===== src/rtl/fetch_stage_if.sv =====
// Handshake bundle between the fetch stage, instruction memory and decode.
// The master side is the fetch stage; the slave side is the memory/decode
// environment.
interface fetch_stage_if #(
  parameter int ADDR_WIDTH = 32,
  parameter int INSN_WIDTH = 32
);
  // Instruction-memory request/response channel.
  logic                  imem_req_valid;
  logic                  imem_req_ready;
  logic [ADDR_WIDTH-3:0] imem_req_addr;
  logic                  imem_rsp_valid;
  logic [INSN_WIDTH-1:0] imem_rsp_data;

  // Decode channel.
  logic                  insn_valid;
  logic                  insn_ready;
  logic [INSN_WIDTH-1:0] insn_data;
  logic [ADDR_WIDTH-3:0] insn_pc;

  modport master (
    output imem_req_valid, imem_req_addr, insn_valid, insn_data, insn_pc,
    input  imem_req_ready, imem_rsp_valid, imem_rsp_data, insn_ready
  );

  modport slave (
    input  imem_req_valid, imem_req_addr, insn_valid, insn_data, insn_pc,
    output imem_req_ready, imem_rsp_valid, imem_rsp_data, insn_ready
  );
endinterface


===== src/rtl/fetch_stage.sv =====
// Fetch stage: issues sequential word-address requests to instruction memory,
// buffers in-order responses in a DEPTH-entry circular buffer, and hands
// instruction/PC pairs to decode. Credits (buffer entries plus responses still
// owed to a flushed stream) bound the number of requests in flight.

// Protocol checker: every response must match an outstanding request, and the
// credit total may never exceed the buffer depth.
module fetch_stage_checker #(
  parameter int CNT_W = 3,
  parameter int DEPTH = 4
) (
  input logic             clk,
  input logic             rst,
  input logic             rsp_valid,
  input logic [CNT_W-1:0] count,
  input logic [CNT_W-1:0] pend_cnt,
  input logic [CNT_W-1:0] drop_cnt
);
  rsp_has_owner: assert property (@(posedge clk) disable iff (!rst)
    rsp_valid |-> ((pend_cnt != CNT_W'(1'b0)) || (drop_cnt != CNT_W'(1'b0))));

  credit_bound: assert property (@(posedge clk) disable iff (!rst)
    (({1'b0, count} + {1'b0, drop_cnt}) <= (CNT_W+1)'(DEPTH)));
endmodule

module fetch_stage #(
  parameter int ADDR_WIDTH = 32,
  parameter int INSN_WIDTH = 32,
  parameter int DEPTH      = 4
) (
  input  logic                  clk,
  input  logic                  rst,
  input  logic [ADDR_WIDTH-3:0] rst_addr,
  input  logic                  backend_redirect_en,
  input  logic [ADDR_WIDTH-3:0] backend_redirect_addr,
  output logic [ADDR_WIDTH-3:0] fetch_addr,
  fetch_stage_if.master         bus
);
  localparam int WA    = ADDR_WIDTH - 2;
  localparam int PTR_W = $clog2(DEPTH);
  localparam int CNT_W = PTR_W + 1;

  localparam logic [PTR_W-1:0] PTR_ONE      = PTR_W'(1'b1);
  localparam logic [PTR_W-1:0] PTR_ZERO     = PTR_W'(1'b0);
  localparam logic [CNT_W-1:0] CNT_ONE      = CNT_W'(1'b1);
  localparam logic [CNT_W-1:0] CNT_ZERO     = CNT_W'(1'b0);
  localparam logic [CNT_W:0]   CREDIT_LIMIT = (CNT_W+1)'(DEPTH);
  localparam logic [WA-1:0]    PC_ONE       = WA'(1'b1);

  // Architectural state.
  logic [WA-1:0]         pc_r;
  logic [WA-1:0]         pc_mem_r   [DEPTH];
  logic [INSN_WIDTH-1:0] insn_mem_r [DEPTH];
  logic [DEPTH-1:0]      filled_r;
  logic [PTR_W-1:0]      alloc_ptr_r;
  logic [PTR_W-1:0]      fill_ptr_r;
  logic [PTR_W-1:0]      head_ptr_r;
  logic [CNT_W-1:0]      count_r;     // allocated buffer entries
  logic [CNT_W-1:0]      drop_cnt_r;  // responses owed to a flushed stream
  logic [CNT_W-1:0]      pend_cnt_r;  // allocated entries still waiting for data

  // Per-cycle events.
  logic [CNT_W:0]   credit_sum_s;
  logic [CNT_W:0]   outstanding_s;
  logic             req_valid_s;
  logic             req_fire_s;
  logic             rsp_drop_s;
  logic             rsp_fill_s;
  logic             insn_valid_s;
  logic             pop_s;
  logic [CNT_W-1:0] count_next_s;
  logic [CNT_W-1:0] pend_next_s;
  logic [CNT_W-1:0] redirect_drop_s;

  // Handshake qualification; outputs are held low while reset is asserted.
  always_comb begin
    credit_sum_s = {1'b0, count_r} + {1'b0, drop_cnt_r};
    req_valid_s  = rst & (credit_sum_s < CREDIT_LIMIT);
    req_fire_s   = req_valid_s & bus.imem_req_ready;
    rsp_drop_s   = rst & bus.imem_rsp_valid & (drop_cnt_r != CNT_ZERO);
    rsp_fill_s   = rst & bus.imem_rsp_valid & (drop_cnt_r == CNT_ZERO);
    insn_valid_s = rst & filled_r[head_ptr_r] & (count_r != CNT_ZERO);
    pop_s        = insn_valid_s & bus.insn_ready;
  end

  // Next values of the occupancy counters and of the drop count on a flush.
  always_comb begin
    count_next_s = count_r;
    pend_next_s  = pend_cnt_r;
    case ({req_fire_s, pop_s})
      2'b10:   count_next_s = count_r + CNT_ONE;
      2'b01:   count_next_s = count_r - CNT_ONE;
      default: count_next_s = count_r;
    endcase
    case ({req_fire_s, rsp_fill_s})
      2'b10:   pend_next_s = pend_cnt_r + CNT_ONE;
      2'b01:   pend_next_s = pend_cnt_r - CNT_ONE;
      default: pend_next_s = pend_cnt_r;
    endcase
    // Everything still owed by memory after this cycle belongs to the old
    // stream, including a request accepted in the redirect cycle itself.
    outstanding_s = {1'b0, pend_cnt_r} + {1'b0, drop_cnt_r}
                  + (CNT_W+1)'(req_fire_s) - (CNT_W+1)'(bus.imem_rsp_valid);
    redirect_drop_s = outstanding_s[CNT_W-1:0];
  end

  // Control state: PC, pointers, counters and per-entry filled flags.
  always_ff @(posedge clk) begin
    if (!rst) begin
      pc_r        <= rst_addr;
      alloc_ptr_r <= PTR_ZERO;
      fill_ptr_r  <= PTR_ZERO;
      head_ptr_r  <= PTR_ZERO;
      count_r     <= CNT_ZERO;
      drop_cnt_r  <= CNT_ZERO;
      pend_cnt_r  <= CNT_ZERO;
      filled_r    <= {DEPTH{1'b0}};
    end else if (backend_redirect_en) begin
      pc_r        <= backend_redirect_addr;
      alloc_ptr_r <= PTR_ZERO;
      fill_ptr_r  <= PTR_ZERO;
      head_ptr_r  <= PTR_ZERO;
      count_r     <= CNT_ZERO;
      drop_cnt_r  <= redirect_drop_s;
      pend_cnt_r  <= CNT_ZERO;
      filled_r    <= {DEPTH{1'b0}};
    end else begin
      if (req_fire_s) begin
        alloc_ptr_r           <= alloc_ptr_r + PTR_ONE;
        pc_r                  <= pc_r + PC_ONE;
        filled_r[alloc_ptr_r] <= 1'b0;
      end
      if (rsp_drop_s) begin
        drop_cnt_r <= drop_cnt_r - CNT_ONE;
      end
      if (rsp_fill_s) begin
        fill_ptr_r           <= fill_ptr_r + PTR_ONE;
        filled_r[fill_ptr_r] <= 1'b1;
      end
      if (pop_s) begin
        head_ptr_r           <= head_ptr_r + PTR_ONE;
        filled_r[head_ptr_r] <= 1'b0;
      end
      count_r    <= count_next_s;
      pend_cnt_r <= pend_next_s;
    end
  end

  // Buffer payload; validity is tracked by filled_r so no reset is needed.
  always_ff @(posedge clk) begin
    if (req_fire_s && !backend_redirect_en) begin
      pc_mem_r[alloc_ptr_r] <= pc_r;
    end
    if (rsp_fill_s && !backend_redirect_en) begin
      insn_mem_r[fill_ptr_r] <= bus.imem_rsp_data;
    end
  end

  assign bus.imem_req_valid = req_valid_s;
  assign bus.imem_req_addr  = pc_r;
  assign bus.insn_valid     = insn_valid_s;
  assign bus.insn_data      = insn_mem_r[head_ptr_r];
  assign bus.insn_pc        = pc_mem_r[head_ptr_r];
  assign fetch_addr         = pc_r;

  fetch_stage_checker #(
    .CNT_W (CNT_W),
    .DEPTH (DEPTH)
  ) u_checker (
    .clk       (clk),
    .rst       (rst),
    .rsp_valid (bus.imem_rsp_valid),
    .count     (count_r),
    .pend_cnt  (pend_cnt_r),
    .drop_cnt  (drop_cnt_r)
  );
endmodule


===== src/flat_wrapper.sv =====
// flat-port wrapper written by rule: the top's interface ports become plain ports
module fetch_stage_flat 
#(
  parameter int ADDR_WIDTH = 32,
  parameter int INSN_WIDTH = 32,
  parameter int DEPTH      = 4
)
  (clk, rst, rst_addr, backend_redirect_en, backend_redirect_addr, fetch_addr, bus_imem_req_valid, bus_imem_req_addr, bus_insn_valid, bus_insn_data, bus_insn_pc, bus_imem_req_ready, bus_imem_rsp_valid, bus_imem_rsp_data, bus_insn_ready);
  fetch_stage_if #(.ADDR_WIDTH(ADDR_WIDTH), .INSN_WIDTH(INSN_WIDTH)) bus_i ();
  input  logic clk;
  input  logic rst;
  input  logic [ADDR_WIDTH-3:0] rst_addr;
  input  logic backend_redirect_en;
  input  logic [ADDR_WIDTH-3:0] backend_redirect_addr;
  output logic [ADDR_WIDTH-3:0] fetch_addr;
  output wire logic [$bits(bus_i.imem_req_valid)-1:0] bus_imem_req_valid;
  output wire logic [$bits(bus_i.imem_req_addr)-1:0] bus_imem_req_addr;
  output wire logic [$bits(bus_i.insn_valid)-1:0] bus_insn_valid;
  output wire logic [$bits(bus_i.insn_data)-1:0] bus_insn_data;
  output wire logic [$bits(bus_i.insn_pc)-1:0] bus_insn_pc;
  input wire logic [$bits(bus_i.imem_req_ready)-1:0] bus_imem_req_ready;
  input wire logic [$bits(bus_i.imem_rsp_valid)-1:0] bus_imem_rsp_valid;
  input wire logic [$bits(bus_i.imem_rsp_data)-1:0] bus_imem_rsp_data;
  input wire logic [$bits(bus_i.insn_ready)-1:0] bus_insn_ready;
  assign bus_imem_req_valid = bus_i.imem_req_valid;
  assign bus_imem_req_addr = bus_i.imem_req_addr;
  assign bus_insn_valid = bus_i.insn_valid;
  assign bus_insn_data = bus_i.insn_data;
  assign bus_insn_pc = bus_i.insn_pc;
  assign bus_i.imem_req_ready = bus_imem_req_ready;
  assign bus_i.imem_rsp_valid = bus_imem_rsp_valid;
  assign bus_i.imem_rsp_data = bus_imem_rsp_data;
  assign bus_i.insn_ready = bus_insn_ready;
  fetch_stage #(.ADDR_WIDTH(ADDR_WIDTH), .INSN_WIDTH(INSN_WIDTH), .DEPTH(DEPTH)) u_core (.clk(clk), .rst(rst), .rst_addr(rst_addr), .backend_redirect_en(backend_redirect_en), .backend_redirect_addr(backend_redirect_addr), .fetch_addr(fetch_addr), .bus(bus_i));
endmodule

===== config.mk =====
export PLATFORM = sky130hd
export DESIGN_NAME = fetch_stage_flat
export DESIGN_NICKNAME = d
export VERILOG_FILES = /design/src/rtl/fetch_stage_if.sv /design/src/rtl/fetch_stage.sv /design/src/flat_wrapper.sv
export SDC_FILE = /design/constraint.sdc
export NUM_CORES = 1
export LEC_CHECK = 0
export CAP_MARGIN = 10
export CORE_MARGIN = 10
export CORE_UTILIZATION = 53
export DETAILED_ROUTE_END_ITERATION = 8
export PLACE_DENSITY = 0.8
export SLEW_MARGIN = 20
export SYNTH_ARGS = -nofsm -noshare
export SYNTH_HDL_FRONTEND = slang
export SYNTH_SLANG_ARGS = --single-unit
export TNS_END_PERCENT = 50

===== constraint.sdc =====
create_clock -name clk -period 6.3 [get_ports clk]
set_clock_uncertainty 0.15 [all_clocks]
set_input_delay 1.26 -clock clk [delete_from_list [all_inputs] [get_ports clk]]
set_output_delay 1.26 -clock clk [all_outputs]
set_load 0.01 [all_outputs]

==> flow_summary_export.csv <==
group,metric,value,unit
power,p_total,4634,uW
timing,fmax,0.2310,GHz
timing,fin_crit,4329,ps
power,vdd.ir_drop.worst,0.2515,mV
cts,h-tree-depth,1,
layout,seqCellArea,8776,um^2
synthesis,ys_seq_area_share,69.48,%
timing,finalSetupViolCount,0,
route,wl_per_cell,22.31,um
critical_path,required,4890,ps
global_route,track_usage,18.33,%
cts,path_clk_slew,70,ps
route,wl,28810,um
worst_hold_path,hold_end,"u_core.pend_cnt_r[1]",
route,drt_iter0_markers,650,
synthesis,yosysUniqueCellTypes,47,
cts,ctsResizeCount,0,
synthesis,ys_top_cells_by_area,"edfxtp_1, mux4_2, dfxtp_1",
timing,fin_ws,1971,ps
critical_path,r2r_slack,2660,ps
global_route,grt_antenna_before_repair,3,
critical_path,cp_slowest_cell,"dfxtp_4",
global_route,grt_pass1_vias,7428,
global_route,grt_pass1_wl,43760,um
critical_path,r2r_cells,12,
placement,port_buffers,221,
layout,multi_input_area,3353,um^2
floorplan,die_height,174.3,um
layout,layout_common_cells,"edfxtp_1, clkdlybuf4s50_1, mux4_2",
cts,clock-sinks,299,
worst_hold_path,whs_path_depth,2,
synthesis,yosys_warnings,0,
global_route,grt_max_degree,64,
critical_path,critPathArrivalTime,2920,ps
floorplan,num_rows,56,
cts,cts.root.buffer_cell,"clkbuf_16",
timing,rsz0062_at_grt,"false",
synthesis,synth_edf_count,278,
route,vias,7251,
layout,final_common_cell,"edfxtp_1",
cts,cts_hold_buf,0,
layout,drive_above_1_share,14.65,%
power,p_leak,0.005197,uW
placement,dp_hpwl,18970,um
synthesis,synth-seq-cells,299,
critical_path,worstPathMaxFanout,32,
floorplan,core,23470,um^2
placement,pre_cts_slack,1596,ps
outcome,status,"finished clean",
timing,setup_tns,0,ps
power,p_per_area,289.3,nW/um^2
cts,insertion_delay,550,ps
synthesis,syn_avg_cell_area,16.85,um^2
critical_path,start_kind,"flip-flop",
worst_hold_path,hp-start,"u_core.pend_cnt_r[1]",
global_route,grt_overflow_total,0,
job,maxCapViolations,0,
worst_hold_path,min_path_type,"reg2reg",
timing,worst_pin_slew,912.8,ps
route,ant_nets,0,
placement,gp_congestion,0.8356,
floorplan,die_x,174.3,um
timing,slew_headroom,39.15,%
synthesis,synth_largest_area_cell,"edfxtp_1",
cts,postCtsSetupRepairBufs,0,
critical_path,crit_chain,"buf_16 > buf_4 > mux4_2 > clkdlybuf4s50_1",
synthesis,yosysTopAreaCellShare,66.15,%
synthesis,synth_area,12620,um^2
floorplan,io_pins,222,
cts,max-clock-path-buffers,3,
critical_path,critPathKind,"reg2out",
critical_path,slowest_delay,610,ps
floorplan,start_util,53.76,%
timing,fin_crit_sh,68.72,%
synthesis,netlist_instances,749,
layout,syn_to_final_growth,26.92,%
synthesis,synth_fp_nets,872,
cts,cts_tree,"yes",
route,drc,0,
route,drt-vias-per-instance,5.617,
route,drt_first_pass_iters,5,
floorplan,dieArea,30380,um^2
critical_path,reg2reg_to,"u_core.drop_cnt_r[2]",
synthesis,synthFlopType,"edfxtp_1",
timing,slew_viol_final,0,
critical_path,r2r_start,"u_core.drop_cnt_r[2]",
critical_path,crit_path_end_kind,"output port",
layout,nFillCells,1557,
synthesis,ys_async_sr_fraction,0,%
timing,hold_viol_final,0,
cts,cts_buffers,29,
layout,num-nets-final,1069,
-- registers in the layout (all words and copies together) (netlist names), named ones only --
signal                    cells
u_core.insn_mem_r           128
u_core.pc_mem_r             120
u_core.bus.imem_req_addr     30
u_core.filled_r               4
u_core.count_r                3
u_core.drop_cnt_r             3
u_core.pend_cnt_r             3
u_core.alloc_ptr_r            2
u_core.fill_ptr_r             2
u_core.head_ptr_r             2
-- worst max-delay path by stage --
stage | start | end | cells after the start
3_5_place_dp | rst | u_core.pend_cnt_r[2] | 10
4_1_cts | flip-flop | bus_insn_data[29] | 3
5_1_grt | flip-flop | bus_insn_data[29] | 4
3_3_place_gp | rst | u_core.pend_cnt_r[2] | 10
2_1_floorplan | rst | u_core.pc_mem_r[3][0] | 6
6_report | flip-flop | bus_insn_data[29] | 4
-- area by class of cell --
class | instances | share of cell area, %
diodes | 3 | 0.04687
clock buffers | 32 | 4.601
clock inverters | 22 | 1.726
inverters | 38 | 0.8906
multi-input cells | 344 | 20.94
flip-flops and latches | 299 | 54.79
well taps | 319 | 2.492
repair buffers | 234 | 14.51
-- power breakdown --
group / leakage, uW / switching (uW) / internal, uW
clock network: 0.000487 / 720 / 1090
registers: 0.00272 / 90.3 / 2260
logic: 0.00199 / 216 / 257
total: 0.00520 / 1030 / 3610
-- kinds of logic (layout without fill, tap and decap cells) --
| kind of cell | count (synthesis) | in the layout | share of synthesized area (%) |
|---|---|---|---|
| flops | 299 | 299 | 69.48 |
| simple gates | 134 | 134 | 5.681 |
| buf+inv | 106 | 326 | 4.164 |
| compound gates | 83 | 83 | 3.916 |
| mux | 69 | 69 | 11.75 |
| xor+xnor | 33 | 33 | 2.290 |
| fa+ha+maj | 25 | 25 | 2.717 |
| other cells | 0 | 3 | 0 |
-- synth_stat cells (2+ instances only) --
library cell,count
mux2i_1,3
a31oi_1,3
mux4_2,63
nor3_1,15
and2_1,3
nor4_1,6
fa_1,4
xor2_1,11
o21ai_1,9
xnor2_1,22
dfxtp_1,21
buf_4,30
nand3_1,12
nor2b_1,4
o21ai_0,31
mux2_2,3
a21oi_1,11
o221ai_1,2
nor2_1,23
buf_1,6
nand4_1,7
or3_1,2
a221oi_1,4
and3_1,5
ha_1,21
o31a_1,4
edfxtp_1,278
clkbuf_1,25
o22ai_1,12
inv_1,38
nor4_2,8
nand2_1,43
buf_2,6
-- routing by layer --
metal	vias to the layer above	global-route usage [%]	wire [um]
met5	-	0	0
met4	0	7.232	1092
met3	62	3.424	1684
met2	244	30.78	14570
met1	3670	23.10	11460
li1	3275	-	-
-- metrics by stage --
| step | cell area, um^2 | hold slack, ps | instances | util [%] |
|---|---|---|---|---|
| 6_report | 16020 | 353.8 | 1291 | 68.24 |
| 5_1_grt | 16020 | 387.3 | 1291 | 68.24 |
| 4_1_cts | 15970 | 349.6 | 1287 | 68.05 |
| 3_5_place_dp | 14960 | 333.9 | 1233 | 63.74 |
| 3_3_place_gp | 14960 | 327.2 | 1233 | 63.74 |
| 2_1_floorplan | 12620 | 308.5 | 749 | - |
-- worst max-delay path: cells and delay by family (launching register included) --
kind | cells | cell delay, ps
buf+inv | 3 | 1160
flops | 1 | 610
mux | 1 | 580
Power figures use the tool's default switching activity.
